==> src/rtl/core_dbus_bridge.sv <==
// core_dbus_bridge: turns the RV32I core's single-cycle load/store strobes into
// a registered req/ack bus transaction, stalling the core until completion and
// aborting with a sticky error flag if the slave never acknowledges.
module core_dbus_bridge #(
  parameter int unsigned TIMEOUT   = 16,
  parameter logic [31:0] ERR_RDATA = 32'hFFFF_FFFF
) (
  input  logic        clk,
  input  logic        res,
  input  logic [31:0] c_addr,
  input  logic [31:0] c_wdata,
  input  logic [3:0]  c_be,
  input  logic        c_re,
  input  logic        c_we,
  input  logic        ext_halt,
  output logic [31:0] c_rdata,
  output logic        c_halt,
  output logic        m_req,
  output logic        m_we,
  output logic [31:0] m_addr,
  output logic [31:0] m_wdata,
  output logic [3:0]  m_be,
  input  logic        m_ack,
  input  logic [31:0] m_rdata,
  output logic        err
);

  localparam int unsigned CNT_W = 16;
  localparam logic [CNT_W-1:0] CNT_LAST = CNT_W'(TIMEOUT - 1);

  typedef enum logic [1:0] {
    IDLE = 2'd0,
    BUSY = 2'd1,
    DONE = 2'd2
  } state_t;

  state_t           state, state_d;
  logic [CNT_W-1:0] cnt, cnt_d;
  logic             req_d, we_d, err_d;
  logic [31:0]      addr_d, wdata_d, rdata_q, rdata_d;
  logic [3:0]       be_d;
  logic             acc;
  logic             unused_addr_bits;

  // Byte offset is carried by the byte enables; the bus only sees word addresses.
  assign unused_addr_bits = ^c_addr[1:0];

  assign acc     = c_re | c_we;
  assign c_rdata = rdata_q;

  // Stall the core until the access reaches DONE; reset masks the access term.
  assign c_halt = ext_halt | (~res & acc & (state != DONE));

  // Next-state and next-register values; everything holds unless a branch changes it.
  always_comb begin
    state_d = state;
    cnt_d   = cnt;
    req_d   = m_req;
    we_d    = m_we;
    addr_d  = m_addr;
    wdata_d = m_wdata;
    be_d    = m_be;
    rdata_d = rdata_q;
    err_d   = err;
    case (state)
      IDLE: begin
        if (acc) begin
          req_d   = 1'b1;
          we_d    = c_we;
          addr_d  = {c_addr[31:2], 2'b00};
          wdata_d = c_wdata;
          be_d    = c_be;
          cnt_d   = '0;
          state_d = BUSY;
        end
      end
      BUSY: begin
        cnt_d = cnt + CNT_W'(1);
        if (m_ack) begin
          req_d = 1'b0;
          if (!m_we) rdata_d = m_rdata;
          state_d = DONE;
        end else if (cnt == CNT_LAST) begin
          req_d = 1'b0;
          err_d = 1'b1;
          if (!m_we) rdata_d = ERR_RDATA;
          state_d = DONE;
        end
      end
      DONE: begin
        state_d = IDLE;
      end
      default: begin
        state_d = IDLE;
      end
    endcase
  end

  // State and bus-side registers with synchronous reset.
  always_ff @(posedge clk) begin
    if (res) begin
      state   <= IDLE;
      cnt     <= '0;
      m_req   <= 1'b0;
      m_we    <= 1'b0;
      m_addr  <= '0;
      m_wdata <= '0;
      m_be    <= '0;
      rdata_q <= '0;
      err     <= 1'b0;
    end else begin
      state   <= state_d;
      cnt     <= cnt_d;
      m_req   <= req_d;
      m_we    <= we_d;
      m_addr  <= addr_d;
      m_wdata <= wdata_d;
      m_be    <= be_d;
      rdata_q <= rdata_d;
      err     <= err_d;
    end
  end

endmodule

==> config.mk <==
export PLATFORM = sky130hd
export DESIGN_NAME = core_dbus_bridge
export DESIGN_NICKNAME = d
export VERILOG_FILES = /design/src/rtl/core_dbus_bridge.sv
export SDC_FILE = /design/constraint.sdc
export NUM_CORES = 1
export LEC_CHECK = 0
export BUFFER_PORTS_ARGS = -buffer_cell sky130_fd_sc_hd__buf_2
export CAP_MARGIN = 10
export CELL_PAD_IN_SITES_DETAIL_PLACEMENT = 0
export CELL_PAD_IN_SITES_GLOBAL_PLACEMENT = 2
export CORE_MARGIN = 2
export CORE_UTILIZATION = 26
export DETAILED_ROUTE_END_ITERATION = 8
export PLACE_DENSITY = 0.77
export SLEW_MARGIN = 20
export SYNTH_ARGS = -nofsm -noshare
export SYNTH_HDL_FRONTEND = slang
export SYNTH_SLANG_ARGS = --single-unit
==> constraint.sdc <==
create_clock -name clk -period 2.1 [get_ports clk]
set_input_delay 0.63 -clock clk [delete_from_list [all_inputs] [get_ports clk]]
set_output_delay 0.63 -clock clk [all_outputs]
set_load 0.02 [all_outputs]
Yosys cells after proc, flatten, opt, wreduce, memory -nomap -nowiden
Index checks and enable logic that the tools add are counted.

word-level totals
  bits in latches = 0
  register bits after elaboration = 119
  input bits = 106
  word-level logic and storage cells = 46
  output and inout bits = 104
  ROM bits = 0
  RAM bits = 0
  memories = 0

cells by class
  bitwise gates (word level) = 6
  add/sub/neg operators = 1
  equal/unequal tests = 7
  divide/modulo/power cells = 0
  order comparisons = 0
  multiply operators = 0
  reduce and logical (&&, ||, !) cells = 9
  shifts and indexed selects = 0
  mux-type cells = 14

operators with widths
  kind                                                                    number
  32-bit two-way mux                                                      4
  16-bit case mux with 2 select lines                                     1
  16-bit by 1-bit adder with 16-bit output, second input constant         1
  16-bit by 4-bit equality test with 1-bit output, second input constant  1
  16-bit two-way mux                                                      1
  2-bit inequality test, second input constant                            4
  2-bit two-way mux                                                       3
  2-bit AND reduction                                                     3
  3-bit AND reduction                                                     2
  2-bit case mux with 2 select lines                                      1
  4-bit AND reduction                                                     1
  2-bit nonzero test                                                      2
  1-bit two-way mux                                                       3
  3-bit inequality test, second input constant                            1
  1-bit AND                                                               2
  2-bit by 1-bit equality test with 1-bit output, second input constant   1
  2-bit logical NOT                                                       1
  1-bit inverter                                                          2
  1-bit OR                                                                2
  1-bit case mux with 2 select lines                                      1

Logic depth before layout (Yosys ltp)
Gate-level depths: netlist of the first run.

  depth in word-level cells = 4
  gate-level depth with buffers = 6
  gate-level depth less buffers = 5

Worst setup path after synthesis of the first run
No wires, ideal clock.

  path kind = in2out
  start = input port res
  end = output port c_halt
  arrival = 1.375 ns
  path slack = 0.095 ns
  required time = 1.470 ns
  buffers on the path = 2
  cell stages on the path = 3
  cell sequence = clkbuf_1 buf_2 o21bai_1

between the ends
  longest elaborated chain between the ends = 4

ends and longest elaborated chain
  what                    line  text
  from (decl)             9     input logic res,
  1-bit inverter          52    assign c_halt = ext_halt | (~res & acc & (state != DONE));
  1-bit AND (2 in a row)  52
  1-bit OR                52
  to (decl)               17    output logic c_halt,

Every way passes these cells.

Worst setup path after layout of the first run
  start = input port c_we
  end = output port c_halt

between the ends
  longest elaborated chain between the ends = 4

ends and longest elaborated chain
  what                    line  text
  from (decl)             14    input logic c_we,
  1-bit OR                48    assign acc = c_re | c_we;
  1-bit AND (2 in a row)  52
  1-bit OR                52

Every way passes these cells.

==> results of run 1 <==
synthesized netlist by cell type (3+ instances only):
library cell               instances  area share
sky130_fd_sc_hd__a211oi_1          3      0.0048
sky130_fd_sc_hd__a211oi_2         30       0.080
sky130_fd_sc_hd__a21oi_1          77       0.082
sky130_fd_sc_hd__and3_1            3      0.0040
sky130_fd_sc_hd__buf_2            10       0.011
sky130_fd_sc_hd__buf_4             6      0.0096
sky130_fd_sc_hd__buf_6             3      0.0072
sky130_fd_sc_hd__clkbuf_1         19       0.015
sky130_fd_sc_hd__dfxtp_1         119        0.51
sky130_fd_sc_hd__inv_1            36       0.029
sky130_fd_sc_hd__nand2_1         142        0.11
sky130_fd_sc_hd__nand3_1           7      0.0074
sky130_fd_sc_hd__nand4_1           4      0.0053
sky130_fd_sc_hd__nor2_1           49       0.039
sky130_fd_sc_hd__o21ai_0           8      0.0085
power by group:
part	switching, mW	leakage (nW)	internal [mW]	total, mW
clock	1.05	0.300	2.02	3.06
sequential	0.0763	0.977	2.42	2.49
combinational	0.600	1.72	0.348	0.949
total	1.72	3.00	4.78	6.50
path summary, 6_finish.rpt:
check	endpoint	slack, ns	cells after the start
worst min-delay path	m_addr[10]$_SDFFE_PP0P_	0.45	2
worst max register to register	c_rdata[0]$_SDFFE_PP0P_	0.20	6
worst max-delay path	c_halt	0.03	5
worst min register to register	m_addr[10]$_SDFFE_PP0P_	0.45	2
cell families after synthesis:
group / Yosys count / synth area share
AND/OR/NAND/NOR: 230 / 0.2113
other: 1 / 0.0007965
buffers and inverters: 74 / 0.07122
AO/OA/AOI/OAI: 129 / 0.1967
flip-flops: 119 / 0.5060
adder cells (fa/ha/maj): 1 / 0.002657
multiplexers: 5 / 0.01143
stage by stage:
stage / power (mW) / hold slack, ns / setup slack (ns) / cells
after floorplan: 3.127 / 0.4599 / 0.09496 / 560
after global placement: 3.474 / 0.4389 / -0.06688 / 970
after detailed placement: 3.504 / 0.4421 / -0.006034 / 971
after CTS: 6.615 / 0.4390 / 0.01497 / 1003
after global routing: 6.831 / 0.4448 / 0.001548 / 1003
final: 6.503 / 0.4493 / 0.03430 / 1004
final cells by class:
class | count | area, um2 | area share
Tap cell | 229 | 286.5 | 0.04313
Clock buffer | 20 | 446.7 | 0.06723
Multi-Input combinational cell | 367 | 2002 | 0.3013
Timing Repair Buffer | 220 | 1211 | 0.1823
Clock inverter | 12 | 176.4 | 0.02655
Inverter | 36 | 135.1 | 0.02034
Sequential cell | 119 | 2384 | 0.3588
Antenna cell | 1 | 2.502 | 0.0003766
flip-flops by register name (all words and copies together), names as in the netlist:
| register | flops |
|---|---|
| err | 1 |
| m_req | 1 |
| m_wdata | 32 |
| m_be | 4 |
| m_addr | 30 |
| state | 2 |
| cnt | 16 |
| c_rdata | 32 |
| m_we | 1 |
layout by cell type, fill, tap and decap left out, types with 3 or more instances in the layout:
cell,netlist,routed
sky130_fd_sc_hd__a21oi_1,77,77
sky130_fd_sc_hd__buf_12,0,4
sky130_fd_sc_hd__clkbuf_16,0,17
sky130_fd_sc_hd__nor2_1,49,49
sky130_fd_sc_hd__clkinv_2,0,3
sky130_fd_sc_hd__inv_1,36,36
sky130_fd_sc_hd__nand2_1,142,141
sky130_fd_sc_hd__nand4_1,4,4
sky130_fd_sc_hd__nand3_1,7,7
sky130_fd_sc_hd__clkinv_4,0,3
sky130_fd_sc_hd__a211oi_1,3,3
sky130_fd_sc_hd__buf_2,10,204
sky130_fd_sc_hd__buf_4,6,11
sky130_fd_sc_hd__bufinv_16,0,4
sky130_fd_sc_hd__a211oi_2,30,30
sky130_fd_sc_hd__o21ai_0,8,7
sky130_fd_sc_hd__and3_1,3,3
sky130_fd_sc_hd__dfxtp_1,119,118
critical path, stage by stage:
cell and delay (ns):
sky130_fd_sc_hd__buf_2 0.10, sky130_fd_sc_hd__or2_2 0.30, sky130_fd_sc_hd__o21ai_1 0.14, sky130_fd_sc_hd__o21bai_1 0.10, sky130_fd_sc_hd__buf_2 0.16
layer usage:
metal	vias up	GRT usage	part of all wire
li1	2259	-	-
met1	1999	0.1749	0.46
met2	150	0.2170	0.44
met3	16	0.05767	0.080
met4	0	0.04941	0.017
met5	-	0	0
==> results_tabular.tex, run 1 <==
\begin{tabular}{lr}
\hline
Metric & Value \\
\hline
\multicolumn{2}{l}{\textbf{Clock network}} \\
\quad Clock tree from TritonCTS & built \\
\quad Number of post-CTS setup repair buffers & 0 \\
\quad Post-CTS Resized & 2 \\
\quad Clock latency on the worst-skew pair & 0.40 ns \\
\quad Clock transition time at the flip-flop clock pins of the worst setup and hold paths & 0.06 ns \\
\quad Clock buffers created by TritonCTS & 17 \\
\quad Maximum level of the CTS H-tree & 4 \\
\quad Hold buffer count at cts & 0 \\
\quad Max Buffers Root-to-Sink & 2 \\
\quad CTS sink cnt & 119 \\
\quad Clk root buf & sky130\_fd\_sc\_hd\_\_clkbuf\_16 \\
\multicolumn{2}{l}{\textbf{Timing}} \\
\quad Final setup violation count & 0 \\
\quad Post-route fraction of the period consumed by the critical path & 0.9837 \\
\quad Max Fclk & 484.1 MHz \\
\quad RSZ-0062 raised after global routing & false \\
\quad Slew at the pin closest to its max-slew limit & 0.6209 ns \\
\quad Worst max-slew margin expressed relative to the limit & 0.5845 \\
\quad Final-layout setup total negative slack & 0 ns \\
\quad Worst setup skew after layout & 0.009498 ns \\
\quad Final slew viol count & 0 \\
\quad Minimum clock period after layout & 2.066 ns \\
\quad Number of hold violations in the final report & 0 \\
\multicolumn{2}{l}{\textbf{Worst setup path}} \\
\quad Worst EP required & around 1.5 ns \\
\quad Setup Crit Path Kind & primary input to output port \\
\quad Source of the worst register-to-register timing path & cnt[0]\$\_SDFFE\_PP0P\_ \\
\quad Critical Path Sink Type & output port \\
\quad Arrival time reported for the critical path endpoint & $\sim$1.4 ns \\
\quad Type of origin of the critical path & primary input \\
\quad Startpoint of the worst setup timing path & c\_we \\
\quad Critical-path maximum fanout & 2 \\
\multicolumn{2}{l}{\textbf{Drt}} \\
\quad Iteration-0 DRC Markers & 197 \\
\quad Post-DR vias/cell & 4.406 \\
\quad Drt wl/cell & 13.04 um \\
\quad Via total after detailed routing & 4424 \\
\quad Antenna-violating nets left & 0 \\
\quad Drc violations & 0 \\
\quad 1st-pass router iterations & 6 \\
\quad Detailed-route wire length & 13090 um \\
\multicolumn{2}{l}{\textbf{Placement}} \\
\quad PortBufs & approximately 210 \\
\quad Placer Congestion & 0.7547 \\
\quad Detailed placer's ending HPWL & $\sim$9000 um \\
\quad Cell Area, Placed & $\sim$6000 um2 \\
\multicolumn{2}{l}{\textbf{GRT}} \\
\quad Number of global-route vias before repair & $\sim$4400 \\
\quad Largest net degree at the start of global routing & 84 \\
\quad First-pass GRT wire length & 22000 um \\
\quad GRT Residual Overflow & 0 \\
\quad Total routing usage reported by global routing & 0.1396 \\
\quad Initial antenna violation count & 0 \\
\multicolumn{2}{l}{\textbf{Power and ir drop}} \\
\quad Highest ir drop seen on vdd & 0.5387 mV \\
\quad Cell Pwr Density & roughly 980 nW/um2 \\
\quad Static leakage & 2.998 nW \\
\multicolumn{2}{l}{\textbf{Status}} \\
\quad Outcome & complete, no violations \\
\multicolumn{2}{l}{\textbf{Yosys}} \\
\quad Seq cells post-synth & around 120 \\
\quad Async SR Flop Fraction & 0 \\
\quad Post-Synthesis Cell Area & 4708 um2 \\
\quad Dominant register cell in the synthesized netlist & sky130\_fd\_sc\_hd\_\_dfxtp\_1 \\
\quad Count of cell types in the netlist & 48 \\
\quad Number of cells produced by synthesis & 559 \\
\quad Post-Synthesis Mean Instance Area & 8.423 um2 \\
\quad Synthesis warning total & 0 \\
\quad Sequential-to-total area share from yosys stat & 0.5060 \\
\quad Number of enable flip-flop cells after synthesis & 0 \\
\multicolumn{2}{l}{\textbf{Die}} \\
\quad Boundary pin count & 210 \\
\quad Die Y & 138.6 um \\
\quad Number of cell rows & 49 \\
\quad Placeable core area & 17840 um2 \\
\quad Starting density of the core & 0.2639 \\
\quad Area of the die & between 15000 and 20000 um2 \\
\quad Die Span X & 138.6 um \\
\multicolumn{2}{l}{\textbf{Worst hold path}} \\
\quad Startpoint of the most critical hold path & m\_addr[10]\$\_SDFFE\_PP0P\_ \\
\quad Type of the tightest min-delay check & register to register \\
\multicolumn{2}{l}{\textbf{Run}} \\
\quad Max-capacitance violation count & 0 \\
\multicolumn{2}{l}{\textbf{Cells and area}} \\
\quad Final design area excluding fillers & 6644 um2 \\
\quad Post-Route Utilization & 0.3724 \\
\quad Area added between synthesis and finish & 41.11\% \\
\quad Number of nets in the final layout & 868 \\
\quad Layout fillers & 1866 \\
\quad Fraction of final layout cells with drive strength greater than 1 & 0.3824 \\
\hline
\end{tabular}
(Power assumes the default switching activity.)
==> run 2: changes to the inputs <==
--- a/constraint.sdc
+++ b/constraint.sdc
@@ -3,2 +3,2 @@
 set_output_delay 0.63 -clock clk [all_outputs]
-set_load 0.02 [all_outputs]
+set_load 0.005 [all_outputs]
==> run 2 against run 1 <==
Effect of this change:
- utilization hardly changed
- non-clock buffer count is 1 higher
- critical endpoint unchanged
- via count is 0.61% higher
- register-to-register slack better by 0.03 ns
- largest power group unchanged
- wire length is 0.79% higher
- clock skew is 0.00092 ns lower
==> results_tabular.tex, run 2 (synthesized netlist as in run 1, its figures left out) <==
\begin{tabular}{lr}
\hline
Metric & Value \\
\hline
\multicolumn{2}{l}{\textbf{Status}} \\
\quad Outcome & complete, no violations \\
\multicolumn{2}{l}{\textbf{Power and ir drop}} \\
\quad Highest ir drop seen on vdd & 0.5530 mV (+2.7\%) \\
\quad Register share of total power & 0.395 (+0.012) \\
\quad Total power draw & 6.311 mW (-3.0\%) \\
\quad Static leakage & 3.003 nW (+0.16\%) \\
\quad Power dissipated by switching net loads & 1.528 mW (-11\%) \\
\quad Cell Pwr Density & 949.6 nW/um2 (-3.0\%) \\
\quad Internal Power & 4.783 mW (about the same) \\
\quad Gate power share & 0.123 (-0.023) \\
\quad Clock Power Share & 0.482 (+0.011) \\
\quad Sw frac & 0.2422 (-0.02290) \\
\multicolumn{2}{l}{\textbf{Clock network}} \\
\quad Number of post-CTS setup repair buffers & 0 (unchanged) \\
\quad Clock latency on the worst-skew pair & 0.41 ns (about the same) \\
\quad Clock buffers created by TritonCTS & 17 (unchanged) \\
\quad CTS sink cnt & 119 (unchanged) \\
\quad Maximum level of the CTS H-tree & 4 (unchanged) \\
\quad Clock transition time at the flip-flop clock pins of the worst setup and hold paths & 0.05 ns (about the same) \\
\quad Clock tree from TritonCTS & built \\
\quad Max Buffers Root-to-Sink & 2 (unchanged) \\
\quad Clk root buf & sky130\_fd\_sc\_hd\_\_clkbuf\_16 \\
\multicolumn{2}{l}{\textbf{Worst setup path}} \\
\quad Worst EP required & 1.47 ns (about the same) \\
\quad Reg2Reg Setup Slack & 0.23 ns (+0.03 ns) \\
\quad Setup Crit Path Kind & primary input to output port \\
\quad Cells on worst reg2reg path & 6 (unchanged) \\
\quad Source of the worst register-to-register timing path & cnt[0]\$\_SDFFE\_PP0P\_ \\
\quad Critical Path Sink Type & output port \\
\quad Worst reg2reg path endpoint & c\_rdata[31]\$\_SDFFE\_PP0P\_ \\
\quad Critical-path maximum fanout & 3 (+1) \\
\quad Arrival time reported for the critical path endpoint & 1.42 ns (-0.02 ns) \\
\quad Type of origin of the critical path & primary input \\
\multicolumn{2}{l}{\textbf{GRT}} \\
\quad GRT Residual Overflow & 0 (unchanged) \\
\quad Largest net degree at the start of global routing & 80 (-4.8\%) \\
\quad First-pass GRT wire length & 21810 um (-0.85\%) \\
\quad Total routing usage reported by global routing & 0.1393 (-0.0002749) \\
\quad Initial antenna violation count & 0 (unchanged) \\
\quad Number of global-route vias before repair & 4364 (-0.64\%) \\
\multicolumn{2}{l}{\textbf{Run}} \\
\quad Max-capacitance violation count & 0 (unchanged) \\
\multicolumn{2}{l}{\textbf{Placement}} \\
\quad PortBufs & 205 (unchanged) \\
\quad Placed Cells & 972 (+0.10\%) \\
\quad Placer Congestion & 0.7558 (+0.15\%) \\
\quad Detailed placer's ending HPWL & 9324 um (+2.1\%) \\
\quad Minimum setup slack after placement & 0.02857 ns (+0.03460 ns) \\
\multicolumn{2}{l}{\textbf{Timing}} \\
\quad Final slew viol count & 0 (unchanged) \\
\quad Worst max-slew margin expressed relative to the limit & 0.5742 (-0.01033) \\
\quad Slew at the pin closest to its max-slew limit & 0.6363 ns (+0.01544 ns) \\
\quad RSZ-0062 raised after global routing & false \\
\quad Worst Hold Margin & 0.4507 ns (+0.001359 ns) \\
\quad Worst setup skew after layout & 0.008576 ns (-0.0009217 ns) \\
\quad Post-route fraction of the period consumed by the critical path & 0.9776 (-0.006111) \\
\quad Post-layout worst setup margin & 0.04713 ns (+0.01283 ns) \\
\quad Number of hold violations in the final report & 0 (unchanged) \\
\quad Final setup violation count & 0 (unchanged) \\
\quad Max Fclk & 487.1 MHz (+0.63\%) \\
\quad Minimum clock period after layout & 2.053 ns (-0.01283 ns) \\
\multicolumn{2}{l}{\textbf{Cells and area}} \\
\quad Most frequent cells in the layout & sky130\_fd\_sc\_hd\_\_buf\_2, sky130\_fd\_sc\_hd\_\_nand2\_1, sky130\_fd\_sc\_hd\_\_dfxtp\_1 \\
\quad Area added between synthesis and finish & 41.16\% (about the same) \\
\quad Most common library cell in the layout ignoring fill and taps & sky130\_fd\_sc\_hd\_\_buf\_2 \\
\quad Diodes inserted & 0 (-1) \\
\quad Count of placed standard cells in the final layout, fillers left out & 1004 (unchanged) \\
\quad Area occupied by multi-input gates & 2002 um2 (unchanged) \\
\quad Number of nets in the final layout & 869 (+0.12\%) \\
\quad Layout fillers & 1881 (+0.80\%) \\
\quad Fraction of final layout cells with drive strength greater than 1 & 0.3819 (-0.0004935) \\
\quad Sequential cell area & 2384 um2 (unchanged) \\
\multicolumn{2}{l}{\textbf{Drt}} \\
\quad Drt wl/cell & 13.14 um (+0.79\%) \\
\quad Antenna-violating nets left & 0 (unchanged) \\
\quad Drc violations & 0 (unchanged) \\
\quad Via total after detailed routing & 4451 (+0.61\%) \\
\quad Detailed-route wire length & 13190 um (+0.79\%) \\
\quad 1st-pass router iterations & 4 (-2) \\
\quad Post-DR vias/cell & 4.433 (+0.61\%) \\
\quad Iteration-0 DRC Markers & 181 (-8.1\%) \\
\multicolumn{2}{l}{\textbf{Die}} \\
\quad Boundary pin count & 210 (unchanged) \\
\quad Number of cell rows & 49 (unchanged) \\
\quad Die Y & 138.6 um (unchanged) \\
\quad Area of the die & 19200 um2 (unchanged) \\
\quad Starting density of the core & 0.2639 (unchanged) \\
\quad Placeable core area & 17840 um2 (unchanged) \\
\quad Die Span X & 138.6 um (unchanged) \\
\multicolumn{2}{l}{\textbf{Worst hold path}} \\
\quad Startpoint of the most critical hold path & m\_wdata[29]\$\_SDFFE\_PP0P\_ \\
\quad Terminating pin of the worst hold path & m\_wdata[29]\$\_SDFFE\_PP0P\_ \\
\quad Hold Path Cell Cnt & 2 (unchanged) \\
\quad Type of the tightest min-delay check & register to register \\
\hline
\end{tabular}
## run 2: metrics by stage
step	setup TNS (ns)	utilization	instance area, um2
floorplan	0	-	4712
global placement	-0.7344	0.3361	5997
detailed placement	0	0.3377	6025
CTS	0	0.3725	6645
global route	0	0.3725	6646
finish	0	0.3725	6646
## run 2: what timing repair did
item | in CTS | in global routing
gates resized for setup | 1 | 1
hold buffers | 0 | 0
setup endpoints to repair | 1 | 1
## run 2: layer usage
layer  wire [um]  part of all wire  vias up  global-route usage
met5           0                 0        -                   0
met4         198             0.015        0             0.04887
met3        1069             0.081       18             0.06285
met2        5981              0.45      159              0.2183
met1        5943              0.45     2016              0.1700
li1            -                 -     2258                   -
## run 2: cell type report
class | count | area share
Clock buffer | 25 | 0.07605
Timing Repair Buffer | 221 | 0.1834
Tap cell | 229 | 0.04311
Multi-Input combinational cell | 367 | 0.3012
Clock inverter | 7 | 0.01732
Inverter | 36 | 0.02033
Sequential cell | 119 | 0.3586
## run 2: worst max path at each step
stage | slack [ns] | from | to
final | 0.05 | c_we | c_halt
after global routing | 0.02 | state[0]$_SDFFE_PP0P_ | c_halt
after detailed placement | 0.03 | c_we | c_halt
after floorplan | 0.21 | res | c_halt
after CTS | 0.03 | state[1]$_SDFFE_PP0P_ | c_halt
after global placement | -0.04 | cnt[0]$_SDFFE_PP0P_ | c_rdata[31]$_SDFFE_PP0P_
## run 2: power groups by stage
stage | Combinational, mW | Sequential (mW) | Clock, mW
global placement | 0.767 | 2.53 | 0
CTS | 0.790 | 2.49 | 3.13
finish | 0.774 | 2.49 | 3.04
floorplan | 0.402 | 2.55 | 0
global route | 0.868 | 2.52 | 3.24
detailed placement | 0.788 | 2.54 | 0
## run 2: worst max-delay path: stages
cell and delay, ns:
sky130_fd_sc_hd__buf_2 0.12, sky130_fd_sc_hd__or2_2 0.30, sky130_fd_sc_hd__o21ai_1 0.15, sky130_fd_sc_hd__o21bai_1 0.09
sky130_fd_sc_hd__buf_2 0.13
==> run 3: changes to the inputs <==
- PLACE_DENSITY: 0.77 -> 0.87
==> run 3 against run 2 <==
Effect of this change:
- critical path type unchanged
- wire length down 2.5%
- global-route usage down 0.45 points
- die area unchanged
- final cell count down 0.40%
- combinational power up 1%
- utilization down 0.36 points
- sequential cell count unchanged
- sequential power about the same
==> results_tabular.tex, run 3 (synthesized netlist as in run 1, its figures left out) <==
\begin{tabular}{lr}
\hline
Metric & Value \\
\hline
\multicolumn{2}{l}{\textbf{Clock network}} \\
\quad CTS sink cnt & 119 (unchanged) \\
\quad Clock buffers created by TritonCTS & 17 (unchanged) \\
\quad Clock tree from TritonCTS & built \\
\quad Clock latency on the worst-skew pair & 0.42 ns (about the same) \\
\quad Maximum level of the CTS H-tree & 4 (unchanged) \\
\quad Max Buffers Root-to-Sink & 2 (unchanged) \\
\quad Clk root buf & sky130\_fd\_sc\_hd\_\_clkbuf\_16 \\
\quad Clock transition time at the flip-flop clock pins of the worst setup and hold paths & 0.06 ns (about the same) \\
\multicolumn{2}{l}{\textbf{Timing}} \\
\quad Final setup violation count & 0 (unchanged) \\
\quad Worst Hold Margin & 0.4418 ns (-0.008858 ns) \\
\quad Worst setup skew after layout & 0.01004 ns (+0.001465 ns) \\
\quad RSZ-0062 raised after global routing & false \\
\quad Minimum clock period after layout & 1.987 ns (-0.06570 ns) \\
\quad Final slew viol count & 0 (unchanged) \\
\quad Number of hold violations in the final report & 0 (unchanged) \\
\quad Max Fclk & 503.2 MHz (+3.3\%) \\
\quad Post-route fraction of the period consumed by the critical path & 0.9463 (-0.03129) \\
\quad Final-layout setup total negative slack & 0 ns (unchanged) \\
\multicolumn{2}{l}{\textbf{Worst setup path}} \\
\quad Arrival time reported for the critical path endpoint & 1.36 ns (-0.06 ns) \\
\quad Type of origin of the critical path & primary input \\
\quad Critical-path maximum fanout & 3 (unchanged) \\
\quad Setup Crit Path Kind & primary input to output port \\
\quad Source of the worst register-to-register timing path & cnt[0]\$\_SDFFE\_PP0P\_ \\
\quad Delay of the slowest critical-path stage & 0.30 ns (about the same) \\
\quad Most prevalent standard cell on the critical path & sky130\_fd\_sc\_hd\_\_buf\_2 \\
\quad Critical Path Sink Type & output port \\
\quad Reg2Reg Setup Slack & 0.30 ns (+0.07 ns) \\
\quad Worst path slowest cell & sky130\_fd\_sc\_hd\_\_or2\_2 \\
\quad Worst reg2reg path endpoint & c\_rdata[31]\$\_SDFFE\_PP0P\_ \\
\quad Chain of cells forming the critical path & buf\_2 > or2\_2 > o21ai\_1 > o21bai\_1 > buf\_2 \\
\quad Worst EP required & 1.47 ns (about the same) \\
\quad Cells on worst reg2reg path & 6 (unchanged) \\
\multicolumn{2}{l}{\textbf{Power and ir drop}} \\
\quad Cell Pwr Density & 930.0 nW/um2 (-2.1\%) \\
\quad Highest ir drop seen on vdd & 0.6541 mV (+18\%) \\
\quad Register share of total power & 0.407 (+0.012) \\
\quad Static leakage & 2.968 nW (-1.2\%) \\
\quad Clock Power Share & 0.465 (-0.017) \\
\quad Power dissipated by switching net loads & 1.531 mW (+0.17\%) \\
\quad Gate power share & 0.128 (+0.005) \\
\quad Internal Power & 4.590 mW (-4.0\%) \\
\quad Sw frac & 0.2501 (+0.007962) \\
\multicolumn{2}{l}{\textbf{Drt}} \\
\quad Drt wl/cell & 12.86 um (-2.1\%) \\
\quad Drc violations & 0 (unchanged) \\
\quad Iteration-0 DRC Markers & 143 (-21\%) \\
\quad Via total after detailed routing & 4354 (-2.2\%) \\
\quad Antenna-violating nets left & 0 (unchanged) \\
\quad Post-DR vias/cell & 4.354 (-1.8\%) \\
\quad 1st-pass router iterations & 4 (unchanged) \\
\quad Detailed-route wire length & 12860 um (-2.5\%) \\
\multicolumn{2}{l}{\textbf{Placement}} \\
\quad Detailed placer's ending HPWL & 8813 um (-5.5\%) \\
\quad Cell Area, Placed & 6007 um2 (-0.29\%) \\
\quad Placed Cells & 969 (-0.31\%) \\
\quad Placer Congestion & 0.7194 (-4.8\%) \\
\quad PortBufs & 205 (unchanged) \\
\multicolumn{2}{l}{\textbf{Cells and area}} \\
\quad Most common library cell in the layout ignoring fill and taps & sky130\_fd\_sc\_hd\_\_buf\_2 \\
\quad Diodes inserted & 0 (unchanged) \\
\quad Most frequent cells in the layout & sky130\_fd\_sc\_hd\_\_buf\_2, sky130\_fd\_sc\_hd\_\_nand2\_1, sky130\_fd\_sc\_hd\_\_dfxtp\_1 \\
\quad Count of placed standard cells in the final layout, fillers left out & 1000 (-0.40\%) \\
\quad Area added between synthesis and finish & 39.78\% \\
\quad Fraction of final layout cells with drive strength greater than 1 & 0.3787 (-0.003207) \\
\quad Number of nets in the final layout & 866 (-0.35\%) \\
\quad Layout fillers & 1955 (+3.9\%) \\
\quad Final design area excluding fillers & 6581 um2 (-0.98\%) \\
\multicolumn{2}{l}{\textbf{GRT}} \\
\quad Total routing usage reported by global routing & 0.1348 (-0.004488) \\
\quad First-pass GRT wire length & 20860 um (-4.4\%) \\
\quad Number of global-route vias before repair & 4106 (-5.9\%) \\
\quad Initial antenna violation count & 0 (unchanged) \\
\quad Largest net degree at the start of global routing & 67 (-16\%) \\
\quad GRT Residual Overflow & 0 (unchanged) \\
\multicolumn{2}{l}{\textbf{Die}} \\
\quad Die Span X & 138.6 um (unchanged) \\
\quad Placeable core area & 17840 um2 (unchanged) \\
\quad Boundary pin count & 210 (unchanged) \\
\quad Die Y & 138.6 um (unchanged) \\
\quad Area of the die & 19200 um2 (unchanged) \\
\quad Number of cell rows & 49 (unchanged) \\
\quad Starting density of the core & 0.2639 (unchanged) \\
\multicolumn{2}{l}{\textbf{Worst hold path}} \\
\quad Hold Path Cell Cnt & 3 (+1) \\
\quad Terminating pin of the worst hold path & m\_addr[27]\$\_SDFFE\_PP0P\_ \\
\quad Type of the tightest min-delay check & primary input to register \\
\quad Startpoint of the most critical hold path & c\_addr[27] \\
\multicolumn{2}{l}{\textbf{Run}} \\
\quad Max-capacitance violation count & 0 (unchanged) \\
\multicolumn{2}{l}{\textbf{Status}} \\
\quad Outcome & complete, no violations \\
\hline
\end{tabular}
-- run 3: power groups by stage --
stage,sequential [mW],combinational [mW],clock (mW)
2_1_floorplan,2.55,0.402,0
3_3_place_gp,2.53,0.801,0
3_5_place_dp,2.54,0.800,0
4_1_cts,2.49,0.802,2.94
5_1_grt,2.51,0.882,3.05
6_report,2.49,0.783,2.85
-- run 3: area by class of cell --
type / count / area, um2 / share of cell area
clock buffers: 22 / 474.2 / 0.07205
clock inverters: 9 / 100.1 / 0.01521
inverters: 36 / 135.1 / 0.02053
multi-input cells: 367 / 2002 / 0.3042
flip-flops and latches: 119 / 2382 / 0.3620
well taps: 229 / 286.5 / 0.04354
repair buffers: 218 / 1201 / 0.1825
-- run 3: worst max-delay path by stage --
stage | start | to | cells after the start
floorplan | res | c_halt | 3
global placement | c_we | c_halt | 5
detailed placement | c_we | c_halt | 5
CTS | state[1]$_SDFFE_PP0P_ | c_halt | 4
global route | state[1]$_SDFFE_PP0P_ | c_halt | 4
finish | c_we | c_halt | 5
-- run 3: metal layers --
metal  vias to the layer above  wire, um  GRT usage
met5                         -         0          0
met4                         0       243    0.05585
met3                        17       911    0.04800
met2                       142      5663     0.2079
met1                      1946      6042     0.1716
li1                       2249         -          -
-- run 3: timing repair --
item                                    4_1_cts  5_1_grt
hold endpoints to repair                      0        0
hold buffers                                  0        0
endpoints found under the setup margin        1        0
setup buffers                                 0        0
gates resized for setup                       1        0
-- run 3: worst max-delay path: cells and delay by family --
kind,cells,cell delay [ns]
and+or+nand+nor,1,0.30
AOI/OAI and AO/OA,2,0.18
buffers and inverters,2,0.24
-- run 3: per-stage QoR --
| stage | util | setup slack, ns | power (mW) |
|---|---|---|---|
| 3_5_place_dp | 0.3367 | 0.06474 | 3.338 |
| 5_1_grt | 0.3689 | 0.009425 | 6.439 |
| 2_1_floorplan | - | 0.2112 | 2.955 |
| 4_1_cts | 0.3689 | 0.07285 | 6.237 |
| 6_report | 0.3689 | 0.1128 | 6.120 |
| 3_3_place_gp | 0.3367 | 0.05169 | 3.333 |
